`config.mk`:
```
export PLATFORM = sky130hd
export DESIGN_NAME = hazard_unit_mc
export DESIGN_NICKNAME = d
export VERILOG_FILES = /design/src/rtl/hazard_unit_mc.sv
export SDC_FILE = /design/constraint.sdc
export NUM_CORES = 1
export LEC_CHECK = 0
export CAP_MARGIN = 20
export CORE_MARGIN = 4
export CORE_UTILIZATION = 45
export DETAILED_ROUTE_END_ITERATION = 10
export MAX_ROUTING_LAYER = met4
export PLACE_DENSITY = 0.87
export SYNTH_ARGS = -nofsm -noshare
export SYNTH_HDL_FRONTEND = slang
export SYNTH_SLANG_ARGS = --single-unit
```
`constraint.sdc`:
```
create_clock -name clk -period 5.15 [get_ports clk]
set_input_delay 0.515 -clock clk [delete_from_list [all_inputs] [get_ports clk]]
set_output_delay 0.515 -clock clk [all_outputs]
set_load 0.02 [all_outputs]
```
`src/rtl/hazard_unit_mc.sv`:
```
// Hazard unit for a 5-stage pipeline with a multi-cycle mul/div unit.
// It produces forwarding selects, load-use and mul/div stalls, branch flushes and stall/flush performance counters.
module hazard_unit_mc #(
    parameter int REG_AW   = 5,
    parameter int LOAD_LAT = 1,
    parameter int CNT_W    = 16
) (
    input  logic              clk,
    input  logic              reset,
    input  logic              RegWriteE,
    input  logic              RegWriteM,
    input  logic              RegWriteW,
    input  logic              ResultSrcE,
    input  logic              MulDivE,
    input  logic              MdDone,
    input  logic              PcSrcE,
    input  logic              CntClr,
    input  logic [REG_AW-1:0] Rs1D,
    input  logic [REG_AW-1:0] Rs2D,
    input  logic [REG_AW-1:0] Rs1E,
    input  logic [REG_AW-1:0] Rs2E,
    input  logic [REG_AW-1:0] RdE,
    input  logic [REG_AW-1:0] RdM,
    input  logic [REG_AW-1:0] RdW,
    output logic              stallF,
    output logic              stallD,
    output logic              stallE,
    output logic              FlushD,
    output logic              FlushE,
    output logic              FlushM,
    output logic [1:0]        ForwardAE,
    output logic [1:0]        ForwardBE,
    output logic              MdStart,
    output logic [CNT_W-1:0]  StallCnt,
    output logic [CNT_W-1:0]  FlushCnt
);

    typedef enum logic {IDLE, BUSY} md_state_t;

    md_state_t  state, state_nx;
    logic [1:0] ldCnt;
    logic       lwHit, ldStall, mdStall;
    logic       unused;

    // Execute-stage write enable plays no part in any hazard decision.
    assign unused = RegWriteE;

    function automatic logic [1:0] fwd_sel(input logic [REG_AW-1:0] rs);
        if (RegWriteM && rs != '0 && rs == RdM)      return 2'b10;
        else if (RegWriteW && rs != '0 && rs == RdW) return 2'b01;
        else                                         return 2'b00;
    endfunction

    assign ForwardAE = fwd_sel(Rs1E);
    assign ForwardBE = fwd_sel(Rs2E);

    assign lwHit   = ResultSrcE && (RdE != '0) && ((Rs1D == RdE) || (Rs2D == RdE)) && !PcSrcE;
    assign ldStall = lwHit || (ldCnt != 2'd0);
    assign mdStall = MulDivE && !((state == BUSY) && MdDone);

    // mul/div stall overrides every flush except FlushM (protocol violation vs. branch).
    always_comb begin
        state_nx = state;
        MdStart  = 1'b0;
        case (state)
            IDLE: if (MulDivE) begin
                state_nx = BUSY;
                MdStart  = 1'b1;
            end
            BUSY: if (MdDone) state_nx = IDLE;
            default: state_nx = IDLE;
        endcase
        stallF = ldStall || mdStall;
        stallD = ldStall || mdStall;
        stallE = mdStall;
        FlushM = mdStall;
        FlushE = !mdStall && (ldStall || PcSrcE);
        FlushD = !mdStall && PcSrcE;
    end

    always_ff @(posedge clk or negedge reset) begin
        if (!reset) begin
            state <= IDLE;
            ldCnt <= 2'd0;
        end else begin
            state <= state_nx;
            if (lwHit)               ldCnt <= 2'(LOAD_LAT - 1);
            else if (ldCnt != 2'd0)  ldCnt <= ldCnt - 2'd1;
        end
    end

    always_ff @(posedge clk or negedge reset) begin
        if (!reset) begin
            StallCnt <= '0;
            FlushCnt <= '0;
        end else if (CntClr) begin
            StallCnt <= '0;
            FlushCnt <= '0;
        end else begin
            if (stallF && StallCnt != '1) StallCnt <= StallCnt + 1'b1;
            if (PcSrcE && FlushCnt != '1) FlushCnt <= FlushCnt + 1'b1;
        end
    end

endmodule

```
==> results.toml, run 1 <==
[run_status]
outcome = "completed"

[synth]
async_flop_share_pct = 100
synth_fp_nets = 308
edff_count_synth = 0
dominantRegCellSynth = "sky130_fd_sc_hd__dfrtp_1"
number_of_warnings_issued_by_yosys = 0
synth-seq-cells = 35
synth.avg_cell_area_um2 = 8.91
post_synth_inst_count = 260
syn_area_mm2 = 0.00232
synth_sequential_area_ratio_pct = 37.8
yosysUniqueCellTypes = 41

[timing]
timing.hold.ws_ns = 0.522
rsz0062_at_grt = "false"
final.period_utilization_pct = 66.9
final-hold-violation-count = 0
fin_ws_ns = 1.71
worst_slew_pin_slew_ns = 0.469
maxSlewViolCount = 0
finClkSkew_ns = 0.00429
timing.slew.headroom_pct = 68.7
fin_crit_ns = 3.44
report.final.setup_viol = 0
max_freq_ghz = 0.290
fin_tns_setup_ns = 0

[setup_path]
critical_path.endpoint_type = "output pin"
family_with_the_most_delay_on_the_worst_path = "buffers and inverters"
worst_setup_path_start_kind = "primary input"
crit_chain = "clkdlybuf4s50_1 -> or4_1 -> o21ai_1 -> o21a_2 -> inv_1 -> clkdlybuf4s50_1"
timing_worst_setup_path_type = "primary input to output pin"
reg2reg_setup_slack_ns = 3.01
arrival_ns = 2.93
cp_common_cell = "sky130_fd_sc_hd__clkdlybuf4s50_1"
worstPathMaxFanout = 28
crit_path_top_delay_cell = "sky130_fd_sc_hd__clkdlybuf4s50_1"
cp.depth = 6
r2r.worst_path.cells = 6
worst-endpoint-required_ns = 4.64
worst_path_largest_cell_delay_ns = 0.57
critPathBufInv = 3

[detailed_routing]
vias = 2285
finalWirelength_um = 6290
maxUsedRoutingLayer = "met4"
drt_pass1_iterations = 4
met3_length_um = 341
antenna_left = 0
drt_first_iter_violations = 84
detail_route.wl_per_cell_um = 15.3
routed-wl-met2_um = 3220
drcViolationCount = 0
viasPerCell = 5.56
m1_wire_length_um = 2690

[finish]
antennaDiodeCount = 0
layout.cells.most_common_list = "sky130_fd_sc_hd__clkdlybuf4s50_1 (86), sky130_fd_sc_hd__dfrtp_1 (35), sky130_fd_sc_hd__nor2_1 (29)"
synthToLayoutAreaGrowth_pct = 42.7
num-fill-cells = 416
design.final.nets = 391
layout.cells.most_common = "sky130_fd_sc_hd__clkdlybuf4s50_1"
ratio_of_cells_with_drive_above_1_in_the_final_layout_pct = 4.65

[pwr]
p_leak_nw = 1.29
vdd_ir_drop_max_mv = 0.212
powerDensity_mw_per_mm2 = 230

[clock_network]
tritoncts_clock_tree = "yes"
clkSlewWorstSetupHoldPaths_ns = 0.07
h-tree-depth = 2
cts-buffers-inserted = 5
clock_path_buffers = 2
worst_skew_pair.late_latency_ns = 0.27
post_cts_hold_buffer_count = 0
clock-root-buffer = "sky130_fd_sc_hd__clkbuf_8"
postCtsResizedCells = 0
postCtsSetupRepairBufs = 0
cts_sinks = 35

[global_routing]
pin_count_of_the_biggest_net_entering_global_routing = 36
number_of_global_route_vias_before_repair = 2275
global_route.usage.total_pct = 20.1
initial_antenna_violation_count = 0
grt_pass1_wl_um = 10100
globalRouteOverflowTotal = 0

[placement]
gpl_congestion = 0.773
number_of_buffers_added_on_ports = 86
dp_worst_setup_slack_ns = 1.70
detailedPlacementHpwl_um = 4700

[die]
dieWidth_um = 79.8
placement_rows = 25
overall_die_area_mm2 = 0.00636
die_y_um = 79.8
design.core.area_mm2 = 0.00485
io_pins = 88
floorplan.initialDensity_pct = 47.8

[job]
cap_viol_max_count = 0

[min_path]
whs_path_depth = 2
worst_hold_path_type = "flip-flop to flip-flop"
==> area by class of cell <==
| cell class | count | area, um2 | area share [%] |
|---|---|---|---|
| flip-flops and latches | 35 | 876 | 26.5 |
| well taps | 67 | 83.8 | 2.54 |
| clock buffers | 8 | 100 | 3.03 |
| repair buffers | 88 | 876 | 26.5 |
| multi-input cells | 206 | 1340 | 40.7 |
| inverters | 7 | 26.3 | 0.795 |
==> registers in the layout, indices dropped and copies added, names as in the netlist <==
name	cells
state	1
StallCnt	16
ldCnt	2
FlushCnt	16
==> final timing paths <==
| kind | from | to |
|---|---|---|
| setup / recovery | RdE[1] | stallD |
| hold / removal | ldCnt[1] | ldCnt[1] |
| setup reg to reg | StallCnt[0] | StallCnt[7] |
| hold reg to reg | ldCnt[1] | ldCnt[1] |
| max in group asynchronous | reset | FlushCnt[13] |
| min in group asynchronous | reset | state |
==> synthesized netlist by cell type, types with 2 or more instances <==
cell,instances,area [um2]
sky130_fd_sc_hd__buf_2,3,15.0
sky130_fd_sc_hd__xnor2_1,20,175
sky130_fd_sc_hd__dfrtp_1,35,876
sky130_fd_sc_hd__and2_1,3,18.8
sky130_fd_sc_hd__nand3_1,10,50.1
sky130_fd_sc_hd__and4_1,2,17.5
sky130_fd_sc_hd__nand4_1,13,81.3
sky130_fd_sc_hd__o31ai_1,11,82.6
sky130_fd_sc_hd__o21ai_0,3,15.0
sky130_fd_sc_hd__buf_6,2,22.5
sky130_fd_sc_hd__nand2_1,16,60.1
sky130_fd_sc_hd__xor2_1,24,210
sky130_fd_sc_hd__or4_1,14,105
sky130_fd_sc_hd__mux2_1,2,22.5
sky130_fd_sc_hd__or3_1,2,12.5
sky130_fd_sc_hd__nor2_1,29,109
sky130_fd_sc_hd__clkbuf_1,4,15.0
sky130_fd_sc_hd__nor2b_1,4,25.0
sky130_fd_sc_hd__inv_1,7,26.3
sky130_fd_sc_hd__o21ai_1,2,10.0
sky130_fd_sc_hd__nor3_1,2,10.0
sky130_fd_sc_hd__and4_4,2,22.5
sky130_fd_sc_hd__and3_1,6,37.5
sky130_fd_sc_hd__a21oi_1,18,90.1
sky130_fd_sc_hd__nor4_1,6,37.5
sky130_fd_sc_hd__ha_1,3,37.5
sky130_fd_sc_hd__or2_2,2,12.5
sky130_fd_sc_hd__buf_4,2,15.0
==> tightest hold or removal path, delay by kind of cell (launching register included) <==
family	cells	cell delay (ns)
DFF	1	0.34
AOI/OAI and AO/OA	1	0.07
and+or+nand+nor	1	0.07
==> power breakdown <==
part / total, W / switching, W / internal [W]
combinational: 0.000235 / 0.000123 / 0.000112
sequential: 0.000311 / 0.0000182 / 0.000293
clock: 0.000216 / 0.0000936 / 0.000122
==> metrics by stage <==
step | area [um2] | cells | total power, W | utilization, %
finish | 3310 | 411 | 0.000762 | 68.2
detailed placement | 3210 | 403 | 0.000553 | 66.1
floorplan | 2320 | 260 | 0.000450 | -
global placement | 3210 | 403 | 0.000545 | 66.1
global route | 3310 | 411 | 0.000807 | 68.2
CTS | 3310 | 411 | 0.000770 | 68.2
==> metal layers <==
layer,vias up,GRT usage (%)
met5,-,-
met4,0,5.24
met3,4,2.60
met2,71,35.4
met1,1107,24.5
li1,1103,-
==> logic make-up (layout without fill, tap and decap cells) <==
family          Yosys count  in the layout  share of synthesized area (%)
compound gates           41             41                           11.1
xor+xnor                 44             44                           16.6
flops                    35             35                           37.8
mux                       2              2                          0.972
fa+ha+maj                 3              3                           1.62
buf+inv                  19            103                           4.21
simple gates            116            116                           27.6
Power figures use the tool's default switching activity.
==> run 2, diff against run 1 <==
- CORE_UTILIZATION: 45 -> 40
- PLACE_DENSITY: 0.87 -> 0.82
- clock period: 5.15 -> 2.9 ns (I/O delays scaled with it)
==> results.toml, run 2 (synthesized netlist as in run 1, its figures left out) <==
[pwr]
vdd_ir_drop_max_mv = 0.302
clockPowerShare_pct = 28.2
p_leak_nw = 1.31
powerDensity_mw_per_mm2 = 413
share_of_total_power_consumed_by_net_switching_pct = 31.3
power.net_switching_w = 0.000430
power_frac_comb_pct = 31.5
seq_power_share_pct = 40.3
power_report.internal_total_w = 0.000943
design_power_total_w = 0.00137

[clock_network]
clock_path_buffers = 2
clock-root-buffer = "sky130_fd_sc_hd__clkbuf_8"
worst_skew_pair.late_latency_ns = 0.29
cts_sinks = 35
post_cts_hold_buffer_count = 0
clkSlewWorstSetupHoldPaths_ns = 0.07
tritoncts_clock_tree = "yes"
h-tree-depth = 2
cts-buffers-inserted = 5

[setup_path]
critical_path.endpoint_type = "output pin"
worstPathMaxFanout = 3
worst_path_largest_cell_delay_ns = 0.65
arrival_ns = 2.46
worst_setup_path_start_kind = "primary input"
timing_worst_setup_path_type = "primary input to output pin"
crit_path_top_delay_cell = "sky130_fd_sc_hd__clkdlybuf4s50_1"
worst-endpoint-required_ns = 2.61
crit_chain = "clkdlybuf4s50_1 -> or4_1 -> nor2_1 -> nor4_1 -> nor4_1 -> clkdlybuf4s50_1"

[timing]
max_freq_ghz = 0.363
timing.slew.headroom_pct = 52.8
final-hold-violation-count = 0
fin_crit_ns = 2.75
rsz0062_at_grt = "false"
final.period_utilization_pct = 95.0
fin_tns_setup_ns = 0
maxSlewViolCount = 0
fin_ws_ns = 0.146
worst_slew_pin_slew_ns = 0.705
finClkSkew_ns = 0.00941
report.final.setup_viol = 0

[die]
placement_rows = 27
dieWidth_um = 84.1
overall_die_area_mm2 = 0.00707
io_pins = 88
floorplan.initialDensity_pct = 41.6
die_y_um = 84.1
design.core.area_mm2 = 0.00557

[detailed_routing]
drcViolationCount = 0
antenna_left = 0
vias = 2238
drt_first_iter_violations = 123
drt_pass1_iterations = 4
detail_route.wl_per_cell_um = 15.0
viasPerCell = 5.35
finalWirelength_um = 6270

[global_routing]
number_of_global_route_vias_before_repair = 2296
grt_pass1_wl_um = 10600
pin_count_of_the_biggest_net_entering_global_routing = 36
globalRouteOverflowTotal = 0
initial_antenna_violation_count = 0
global_route.usage.total_pct = 18.5

[placement]
gpl_congestion = 0.815
dp_worst_setup_slack_ns = 0.113
number_of_buffers_added_on_ports = 86
detailedPlacementHpwl_um = 4720

[finish]
layout_top_registers = "FlushCnt (16), StallCnt (16), ldCnt (2)"
layout.cells.most_common_list = "sky130_fd_sc_hd__clkdlybuf4s50_1 (85), sky130_fd_sc_hd__dfrtp_1 (35), sky130_fd_sc_hd__nor2_1 (29)"
multiInputGateArea_mm2 = 0.00134
finish.utilization_pct = 59.7
ratio_of_cells_with_drive_above_1_in_the_final_layout_pct = 5.20
register_area_um2 = 876
num-fill-cells = 499
design.final.nets = 393
antennaDiodeCount = 0
synthToLayoutAreaGrowth_pct = 43.7
layout.cells.most_common = "sky130_fd_sc_hd__clkdlybuf4s50_1"

[run_status]
outcome = "completed"

[job]
cap_viol_max_count = 0

[min_path]
worst_hold_path_type = "primary input to async pin"
[run 2: changes by cell type in the layout (fill, tap and decap cells not counted)]
cell	change
sky130_fd_sc_hd__clkdlybuf4s50_1	-1
sky130_fd_sc_hd__dlymetal6s2s_1	+1
sky130_fd_sc_hd__buf_4	+2
[run 2: per-stage QoR]
| step | std cells | hold WS (ns) | area (um2) |
|---|---|---|---|
| after floorplan | 260 | -0.00559 | 2320 |
| after global placement | 410 | 0.486 | 3230 |
| after detailed placement | 410 | 0.505 | 3230 |
| after CTS | 418 | 0.424 | 3330 |
| after global routing | 418 | 0.457 | 3330 |
| final | 418 | 0.406 | 3330 |
[run 2: worst max-delay path, delay by kind of cell]
| kind | cells | cell delay, ns |
|---|---|---|
| AND/OR/NAND/NOR | 4 | 1.05 |
| buffers and inverters | 2 | 1.12 |
[run 2: layout make-up]
| class | instances | share of cell area [%] |
|---|---|---|
| clock buffers | 8 | 3.01 |
| inverters | 7 | 0.789 |
| multi-input cells | 206 | 40.4 |
| flip-flops and latches | 35 | 26.3 |
| well taps | 72 | 2.71 |
| repair buffers | 90 | 26.8 |
[run 2: worst paths after layout]
kind	start	endpoint	slack [ns]	cells past startpoint
max	Rs2E[1]	ForwardBE[0]	0.15	6
min	reset	FlushCnt[9]	0.41	2
max reg2reg	StallCnt[0]	StallCnt[7]	0.83	6
min reg2reg	state	state	0.51	1
max in group asynchronous	reset	FlushCnt[2]	2.17	2
min in group clk	state	state	0.51	1
[run 2: power by group through the flow]
stage | sequential, W | combinational (W) | clock [W]
after floorplan | 0.000573 | 0.000225 | 0
after global placement | 0.000559 | 0.000418 | 0
after detailed placement | 0.000562 | 0.000434 | 0
after CTS | 0.000554 | 0.000438 | 0.000395
after global routing | 0.000561 | 0.000481 | 0.000418
final | 0.000554 | 0.000432 | 0.000387
[run 2: metal layers]
layer / up-vias / wire length [um] / global-route usage, % / part of all wire, %
met5: - / 0 / - / 0
met4: 0 / 119 / 7.02 / 1.9
met3: 10 / 260 / 3.75 / 4.1
met2: 55 / 3140 / 30.9 / 50
met1: 1073 / 2750 / 21.8 / 44
li1: 1100 / - / - / -
[run 2: timing repair]
item / 4_1_cts / 5_1_grt
setup endpoints to repair: 0 / 1
resized for setup: 0 / 1
buffers inserted: 0 / 0
